<file path="config.mk">
export PLATFORM = sky130hd
export DESIGN_NAME = mul_div_unit
export DESIGN_NICKNAME = d
export VERILOG_FILES = /design/src/rtl/mul_div_pkg.sv /design/src/rtl/mul_div_unit_booth_step.sv /design/src/rtl/mul_div_unit.sv
export SDC_FILE = /design/constraint.sdc
export NUM_CORES = 1
export LEC_CHECK = 0
export CORE_MARGIN = 2
export CORE_UTILIZATION = 65
export CTS_CLUSTER_SIZE = 14
export DETAILED_ROUTE_END_ITERATION = 8
export DONT_BUFFER_PORTS = 1
export PLACE_DENSITY_LB_ADDON = 0.2
export SYNTH_ARGS = -nofsm -noshare
export SYNTH_HDL_FRONTEND = slang
export SYNTH_SLANG_ARGS = --single-unit
</file>
<file path="constraint.sdc">
create_clock -name clock -period 5.4 [get_ports clock]
set_input_delay 0.54 -clock clock [delete_from_list [all_inputs] [get_ports clock]]
set_output_delay 0.54 -clock clock [all_outputs]
set_load 0.05 [all_outputs]
</file>
<file path="src/rtl/mul_div_pkg.sv">
// Shared types and constants for the sequential signed multiply/divide engine.
package mul_div_pkg;
    localparam int WIDTH   = 32;
    localparam int MUL_LAT = 33;
    localparam int DIV_LAT = 34;

    localparam logic OP_MUL = 1'b0;
    localparam logic OP_DIV = 1'b1;

    typedef enum logic [2:0] {
        IDLE,
        MUL,
        DIV,
        FIX,
        DONE
    } state_t;

    function automatic logic [WIDTH-1:0] mag(input logic [WIDTH-1:0] v);
        return v[WIDTH-1] ? (~v + 1'b1) : v;
    endfunction
endpackage

</file>
<file path="src/rtl/mul_div_unit_booth_step.sv">
// One radix-2 Booth add/subtract plus arithmetic shift on {P_hi, P_lo, q-1}.
module booth_step
    import mul_div_pkg::*;
(
    input  logic [2*WIDTH:0]   acc_i,
    input  logic [WIDTH-1:0]   a_i,
    output logic [2*WIDTH:0]   acc_o
);
    logic [WIDTH:0] hi_ext;
    logic [WIDTH:0] a_ext;
    logic [WIDTH:0] sum;

    // The add is one bit wider so the most negative multiplicand cannot
    // corrupt the sign that the shift brings in.
    assign hi_ext = {acc_i[2*WIDTH], acc_i[2*WIDTH:WIDTH+1]};
    assign a_ext  = {a_i[WIDTH-1], a_i};

    always_comb begin
        case (acc_i[1:0])
            2'b01:   sum = hi_ext + a_ext;
            2'b10:   sum = hi_ext - a_ext;
            default: sum = hi_ext;
        endcase
    end

    assign acc_o = {sum, acc_i[WIDTH:1]};
endmodule

</file>
<file path="src/rtl/mul_div_unit.sv">
// Iterative signed MUL (Booth) / DIV (restoring on magnitudes) feeding Z_high/Z_low.
module mul_div_unit
    import mul_div_pkg::*;
(
    input  logic             clock,
    input  logic             clear,
    input  logic             start,
    input  logic             op,
    input  logic [WIDTH-1:0] Y_in,
    input  logic [WIDTH-1:0] bus_in,
    output logic             busy,
    output logic             done,
    output logic             div_by_zero,
    output logic [WIDTH-1:0] Z_high,
    output logic [WIDTH-1:0] Z_low
);
    state_t             state_q, state_d;
    logic [5:0]         cnt_q, cnt_d;
    logic [2*WIDTH:0]   acc_q, acc_d;
    logic [WIDTH-1:0]   opa_q, opa_d;
    logic               qneg_q, qneg_d, rneg_q, rneg_d;
    logic [WIDTH-1:0]   zh_q, zh_d, zl_q, zl_d;
    logic               dbz_q, dbz_d;

    logic [2*WIDTH:0]   booth_acc;
    logic [WIDTH-1:0]   rem, quo, rem_nxt, quo_nxt;
    logic [WIDTH:0]     shifted;
    logic               ge;

    booth_step u_booth (
        .acc_i (acc_q),
        .a_i   (opa_q),
        .acc_o (booth_acc)
    );

    // DIV packs remainder:quotient into the low 64 bits of the accumulator.
    assign rem     = acc_q[2*WIDTH-1:WIDTH];
    assign quo     = acc_q[WIDTH-1:0];
    assign shifted = {rem, quo[WIDTH-1]};
    assign ge      = shifted >= {1'b0, opa_q};
    assign rem_nxt = ge ? (shifted[WIDTH-1:0] - opa_q) : shifted[WIDTH-1:0];
    assign quo_nxt = {quo[WIDTH-2:0], ge};

    always_comb begin
        state_d = state_q;
        cnt_d   = cnt_q;
        acc_d   = acc_q;
        opa_d   = opa_q;
        qneg_d  = qneg_q;
        rneg_d  = rneg_q;
        zh_d    = zh_q;
        zl_d    = zl_q;
        dbz_d   = dbz_q;
        case (state_q)
            IDLE: if (start) begin
                cnt_d = '0;
                dbz_d = 1'b0;
                if (op == OP_MUL) begin
                    acc_d   = {{WIDTH{1'b0}}, bus_in, 1'b0};
                    opa_d   = Y_in;
                    state_d = MUL;
                end else if (bus_in == '0) begin
                    zh_d    = Y_in;
                    zl_d    = '1;
                    dbz_d   = 1'b1;
                    state_d = DONE;
                end else begin
                    acc_d   = {{(WIDTH+1){1'b0}}, mag(Y_in)};
                    opa_d   = mag(bus_in);
                    qneg_d  = Y_in[WIDTH-1] ^ bus_in[WIDTH-1];
                    rneg_d  = Y_in[WIDTH-1];
                    state_d = DIV;
                end
            end
            MUL: begin
                acc_d = booth_acc;
                cnt_d = cnt_q + 6'd1;
                if (cnt_q == 6'd31) begin
                    cnt_d   = '0;
                    zh_d    = booth_acc[2*WIDTH:WIDTH+1];
                    zl_d    = booth_acc[WIDTH:1];
                    state_d = DONE;
                end
            end
            DIV: begin
                acc_d = {1'b0, rem_nxt, quo_nxt};
                cnt_d = cnt_q + 6'd1;
                if (cnt_q == 6'd31) begin
                    cnt_d   = '0;
                    state_d = FIX;
                end
            end
            FIX: begin
                zl_d    = qneg_q ? (~quo + 1'b1) : quo;
                zh_d    = rneg_q ? (~rem + 1'b1) : rem;
                state_d = DONE;
            end
            DONE:    state_d = IDLE;
            default: state_d = IDLE;
        endcase
    end

    always_ff @(posedge clock or negedge clear) begin
        if (!clear) begin
            state_q <= IDLE;
            cnt_q   <= '0;
            acc_q   <= '0;
            opa_q   <= '0;
            qneg_q  <= 1'b0;
            rneg_q  <= 1'b0;
            zh_q    <= '0;
            zl_q    <= '0;
            dbz_q   <= 1'b0;
        end else begin
            state_q <= state_d;
            cnt_q   <= cnt_d;
            acc_q   <= acc_d;
            opa_q   <= opa_d;
            qneg_q  <= qneg_d;
            rneg_q  <= rneg_d;
            zh_q    <= zh_d;
            zl_q    <= zl_d;
            dbz_q   <= dbz_d;
        end
    end

    assign busy        = (state_q == MUL) || (state_q == DIV) || (state_q == FIX);
    assign done        = (state_q == DONE);
    assign div_by_zero = dbz_q;
    assign Z_high      = zh_q;
    assign Z_low       = zl_q;
endmodule
</file>
==> qor.csv, run 1 <==
stage,metric,value,unit
run_status,outcome,completed,
synth,ys_types,69,
cts,clockBufferDepth,2,
die,pin_count,135,
final_layout,n_antenna_cell,0,
place,io_buffers,0,
critical_path,critPathArrivalTime,5.24,ns
place,gp_congestion,0.990,
cts,cts.sinks,173,
critical_path,cpPeakStageDelay,0.68,ns
place,hpwl,37200,µm
route,drt-pass1-iter-count,6,
synth,synth_ff_type,dfrtp_1,
place,dp_cells,2188,
route,finalWirelength,50900,µm
synth,synth.avg_cell_area,7.76,µm²
sta,rsz0062_at_grt,no,
global_routing,antenna_found_initial,1,
sta,tns,0,ns
sta,finalClockSkew,0.0205,ns
critical_path,startpoint_type,flop,
final_layout,drive_gt1_frac,0.0484,
die,core_area,0.0233,mm²
cts,clkLatencyLatePin,0.46,ns
critical_path,cp_slowest_cell,o41ai_1,
synth,post-synth-top-area-fraction,0.282,
synth,netlist_area,0.0153,mm²
route,vias,15300,
final_layout,nets,2030,
critical_path,setup.worst_path.end_class,flop,
cts,clk_pin_slew,0.08,ns
die,start_util,0.657,
global_routing,grt_max_degree,174,
final_layout,instances_no_fill,2221,
cts,h-tree-depth,4,
critical_path,critPathKind,flop to flop,
synth,synth_area_leaders,"dfrtp_1 (28%), xnor2_1 (6.2%), nor2_1 (6.0%)",
synth,ys_seq_area_frac,0.282,
die,die_y,158,µm
job,drv_cap,0,
critical_path,critPathMaxFanout,8,
cts,cts-resized-gates,0,
synth,ys_warn_count,0,
route,final_antenna_net_count,0,
sta,slew_headroom,0.264,
synth,async_flop_share,1.00,
route,wl_per_cell,22.9,µm
synth,yosys.area.top_type,dfrtp_1,
sta,fmax,0.206,GHz
critical_path,path_cells,inv_1 -> ha_1 -> and3_1 -> and2_1 -> a31oi_1 -> xnor2_1 -> ha_1 -> nand3_1 -> or3_1 -> a21oi_1 -> o31a_1 -> a311o_1 -> a41oi_1 -> o41ai_1 -> o21a_1 -> o21ai_0 -> a21oi_1,
global_routing,grt_use_total,0.411,
sta,period_share,0.899,
synth,synth_edf_count,0,
route,dr.first_iter.drc_count,1757,
route,via_per_inst,6.89,
die,std_cell_rows,56,
synth,synthCells,1976,
hold_path,hold_path_class,primary input to async pin,
sta,post-route-min-period,4.85,ns
sta,hold_viol,0,
final_layout,syn_to_final_growth,4.68,%
synth,synth-seq-cells,173,
synth,yosysMostFrequentCell,nor2_1,
synth,syn_nets,2117,
global_routing,overflow,0,
die,die_area,0.0248,mm²
sta,worst_pin_slew,1.10,ns
global_routing,grt_pass1_vias,14300,
global_routing,grt_pass1_wl,78700,µm
synth,synthTopCellsByCount,"nor2_1 (243), a21oi_1 (174), dfrtp_1 (173)",
route,post-route-drc-count,0,
final_layout,nFillCells,1997,
cts,root_buffer,clkbuf_16,
cts,tritoncts,yes,
die,fp.dieW,158,µm
sta,final-max-slew-violation-count,0,
sta,finalSetupViolCount,0,
cts,cts_buffers,17,
critical_path,crit_required,5.79,ns
path summary, 6_finish.rpt:
path                       slack [ns]            startpoint                endpoint  depth (start not counted)
min                              0.03                 clear   acc_q[50]$_DFFE_PN0P_                          1
max                              0.55  opa_q[1]$_DFFE_PN0P_  Z_high[31]$_DFFE_PN0P_                         17
min in group clock               0.25              Y_in[31]      rneg_q$_DFFE_PN0P_                          1
max in group asynchronous        4.51                 clear  state_q[1]$_DFFE_PN0P_                          1
max reg2reg                      0.55  opa_q[1]$_DFFE_PN0P_  Z_high[31]$_DFFE_PN0P_                         17
min reg2reg                      0.52  cnt_q[2]$_DFFE_PN0P_    cnt_q[2]$_DFFE_PN0P_                          1
timing repair:
action	in CTS	in global routing
hold endpoints to repair	173	0
buffers inserted	0	0
hold buffers	1	0
stage by stage:
stage / cell area (µm²) / setup WS [ns] / util / hold slack (ns)
2_1_floorplan: 15300 / 1.26 / - / 0.244
4_1_cts: 16000 / 0.677 / 0.688 / 0.189
3_3_place_gp: 15400 / 0.815 / 0.661 / 0.248
6_report: 16000 / 0.546 / 0.688 / 0.0333
5_1_grt: 16000 / 0.221 / 0.688 / 0.190
3_5_place_dp: 15400 / 0.673 / 0.661 / 0.248
logic make-up (layout without fill, tap and decap cells):
| group | after synthesis | after routing | synth area share |
|---|---|---|---|
| AOI/OAI and AO/OA | 673 | 673 | 0.280 |
| and+or+nand+nor | 616 | 616 | 0.183 |
| xor gates and xnor gates | 204 | 204 | 0.117 |
| buffers and inverters | 203 | 129 | 0.0546 |
| DFF | 173 | 173 | 0.282 |
| adders and majority gates | 73 | 73 | 0.0606 |
| muxes | 34 | 34 | 0.0229 |
cell type report:
class / count / area, µm² / area share
Clock inverter: 14 / 151 / 0.00944
Clock buffer: 18 / 439 / 0.0274
Sequential cell: 173 / 4330 / 0.270
Multi-Input combinational cell: 1600 / 10200 / 0.635
Timing Repair Buffer: 29 / 275 / 0.0172
Tap cell: 319 / 399 / 0.0249
Inverter: 68 / 255 / 0.0159
critical path: cells and delay by family, from the launching register on:
| family | cells | cell delay (ns) |
|---|---|---|
| AOI/OAI and AO/OA | 9 | 2.43 |
| xor gates and xnor gates | 1 | 0.18 |
| adders and majority gates | 2 | 0.61 |
| buffers and inverters | 1 | 0.16 |
| DFF | 1 | 0.40 |
| and+or+nand+nor | 4 | 1.01 |
sequential cells by signal, indices dropped and copies added (netlist names):
name         cells
opa_q           32
Z_high          32
Z_low           32
cnt_q            6
state_q          3
acc_q           65
div_by_zero      1
qneg_q           1
rneg_q           1
per-layer routing:
| layer | global-route usage | routed length [µm] | up-vias |
|---|---|---|---|
| met1 | 0.515 | 19800 | 7217 |
| met2 | 0.636 | 22500 | 874 |
| met3 | 0.118 | 5670 | 194 |
| met4 | 0.231 | 2940 | 2 |
| li1 | - | - | 7026 |
| met5 | 0 | 11 | - |
cell usage in the layout (no fill, tap or decap), drive strengths merged, types with 6 or more instances in the layout:
cell	instances
a211oi	42
a21o	29
a21oi	176
a221oi	50
a22oi	25
a31oi	49
a41oi	6
and2	9
and4	7
buf	29
clkbuf	18
dfrtp	173
ha	71
inv	75
mux2	9
mux2i	25
nand2	165
nand2b	11
nand3	38
nand4	18
nor2	244
nor2b	16
nor3	38
nor4	8
o211ai	13
o21a	14
o21ai	171
o221ai	6
o31ai	39
o41ai	16
or3	22
or4	22
xnor2	108
xor2	96
Power of run 1 is not shown: default switching activity piles up to over one toggle a cycle in this logic, so the estimate is an artifact.
==> run 2, diff against run 1 <==
--- a/config.mk
+++ b/config.mk
@@ -10,7 +10,7 @@
 export CTS_CLUSTER_SIZE = 14
 export DETAILED_ROUTE_END_ITERATION = 8
 export DONT_BUFFER_PORTS = 1
-export PLACE_DENSITY_LB_ADDON = 0.2
+export PLACE_DENSITY = 0.84
 export SYNTH_ARGS = -nofsm -noshare
 export SYNTH_HDL_FRONTEND = slang
 export SYNTH_SLANG_ARGS = --single-unit
==> run 2 against run 1 <==
  * Utilization is 0.14 points higher
  * Sequential share of layout area fell by 0.057 points
  * Critical path depth unchanged
  * Sequential cell count unchanged
  * Setup slack better by 0.060 ns
  * Via count barely moved
  * Critical endpoint unchanged
==> qor.csv, run 2 (synthesized netlist as in run 1, its figures left out) <==
stage,metric,value,unit,change
sta,finalSetupViolCount,0,,unchanged
cts,h-tree-depth,4,,unchanged
cts,root_buffer,clkbuf_16,,
final_layout,final_core_util,0.689,,+0.00145
die,std_cell_rows,56,,unchanged
sta,final-max-slew-violation-count,0,,unchanged
sta,rsz0062_at_grt,no,,
route,vias,15300,,+0.0065%
global_routing,antenna_found_initial,1,,unchanged
place,place_ws,0.684,ns,+0.0103 ns
route,wl_per_cell,22.9,µm,about the same
global_routing,grt_use_total,0.411,,about the same
critical_path,critPathMaxFanout,8,,unchanged
critical_path,critPathKind,flop to flop,,
sta,worst_slack,0.606,ns,+0.0596 ns
run_status,outcome,completed,,
place,hpwl,37200,µm,-0.20%
job,drv_cap,0,,unchanged
critical_path,r2r-end,Z_high[31]$_DFFE_PN0P_,,
die,die_area,0.0248,mm²,unchanged
final_layout,final_common_cell,nor2_1,,
sta,worst_pin_slew,1.15,ns,+0.0431 ns
final_layout,syn_to_final_growth,4.90,%,
global_routing,overflow,0,,unchanged
route,final_antenna_net_count,0,,unchanged
final_layout,drive_gt1_frac,0.0478,,-0.000526
place,io_buffers,0,,unchanged
place,gp_congestion,0.968,,-2.2%
sta,period_share,0.888,,-0.0110
critical_path,crit_required,5.77,ns,-0.02 ns
hold_path,hold_path_class,primary input to async pin,,
critical_path,r2r_start,opa_q[1]$_DFFE_PN0P_,,
sta,tns,0,ns,unchanged
cts,clkLatencyLatePin,0.45,ns,about the same
route,finalWirelength,51000,µm,about the same
sta,hold_viol,0,,unchanged
die,core_area,0.0233,mm²,unchanged
cts,clk_pin_slew,0.08,ns,about the same
final_layout,regArea,0.00433,mm²,unchanged
final_layout,largest_reg_flops,65,,unchanged
die,pin_count,135,,unchanged
route,post-route-drc-count,0,,unchanged
die,die_y,158,µm,unchanged
global_routing,grt_pass1_vias,14100,,-1.5%
sta,finalClockSkew,0.0218,ns,+0.00132 ns
sta,fmax,0.209,GHz,+1.2%
global_routing,grt_max_degree,174,,unchanged
route,via_per_inst,6.89,,about the same
final_layout,nets,2030,,unchanged
final_layout,mostFrequentLayoutCells,"nor2_1 (241), a21oi_1 (174), dfrtp_1 (172), o21ai_0 (169), nand2_1 (163)",,
final_layout,nFillCells,1997,,unchanged
critical_path,setup.worst_path.end_class,flop,,
final_layout,multiInputGateArea,0.0102,mm²,unchanged
die,fp.dieW,158,µm,unchanged
critical_path,critPathArrivalTime,5.16,ns,-0.08 ns
critical_path,startpoint_type,flop,,
critical_path,ff2ff_setup_slack,0.61,ns,+0.06 ns
final_layout,top_register,acc_q,,
route,dr.first_iter.drc_count,1819,,+3.5%
sta,slew_headroom,0.235,,-0.0287
route,drt-pass1-iter-count,6,,unchanged
critical_path,r2r_cells,17,,unchanged
cts,cts.sinks,173,,unchanged
cts,clockBufferDepth,2,,unchanged
cts,cts_buffers,17,,unchanged
cts,post-cts-setup-buffers,0,,unchanged
global_routing,grt_pass1_wl,79200,µm,+0.55%
cts,tritoncts,yes,,
die,start_util,0.657,,unchanged
sta,post-route-min-period,4.79,ns,-0.0596 ns
run 2: worst max-delay path, cell delays in order (launching register included):
cell	delay, ns
dfrtp_1	0.41
inv_1	0.16
ha_1	0.18
and3_1	0.22
and2_1	0.33
a31oi_1	0.15
xnor2_1	0.16
ha_1	0.40
nand3_1	0.13
or3_1	0.35
a21oi_1	0.21
o31a_1	0.28
a311o_1	0.34
a41oi_1	0.25
o41ai_1	0.68
o21a_1	0.21
o21ai_0	0.06
a21oi_1	0.18
run 2: timing repair:
item / 4_1_cts / 5_1_grt
gates resized for setup: 0 / 0
hold buffers: 1 / 0
hold endpoints to repair: 173 / 0
endpoints found under the setup margin: 0 / 0
run 2: area by class of cell:
class                   instances  share of cell area
diodes                          1            0.000156
clock buffers                  19              0.0275
clock inverters                13              0.0111
inverters                      68              0.0159
multi-input cells            1600               0.634
flip-flops and latches        173               0.269
well taps                     319              0.0248
repair buffers                 29              0.0171
run 2: per-stage QoR:
stage               hold WS (ns)  area (µm²)  instances
floorplan                  0.244       15300       1976
global placement           0.248       15400       2188
CTS                        0.194       16100       2221
finish                    0.0620       16100       2222
global route               0.217       16100       2221
detailed placement         0.248       15400       2188
run 2: worst max path at each step:
stage	startpoint	endpoint	slack, ns	cells past startpoint
after floorplan	opa_q[2]$_DFFE_PN0P_	Z_high[31]$_DFFE_PN0P_	1.26	16
after global placement	opa_q[1]$_DFFE_PN0P_	Z_high[31]$_DFFE_PN0P_	0.80	17
after detailed placement	opa_q[1]$_DFFE_PN0P_	Z_high[31]$_DFFE_PN0P_	0.68	17
after CTS	opa_q[1]$_DFFE_PN0P_	Z_high[31]$_DFFE_PN0P_	0.69	17
after global routing	opa_q[1]$_DFFE_PN0P_	Z_high[31]$_DFFE_PN0P_	0.35	17
final	opa_q[1]$_DFFE_PN0P_	Z_high[31]$_DFFE_PN0P_	0.61	17
run 2: per-layer routing:
| metal | track usage | part of all wire | vias up |
|---|---|---|---|
| met1 | 0.528 | 0.39 | 7256 |
| met5 | 0 | 0 | - |
| li1 | - | - | 7022 |
| met2 | 0.662 | 0.46 | 872 |
| met4 | 0.179 | 0.046 | 0 |
| met3 | 0.0958 | 0.10 | 164 |
Power of run 2 is left out for the same reason.
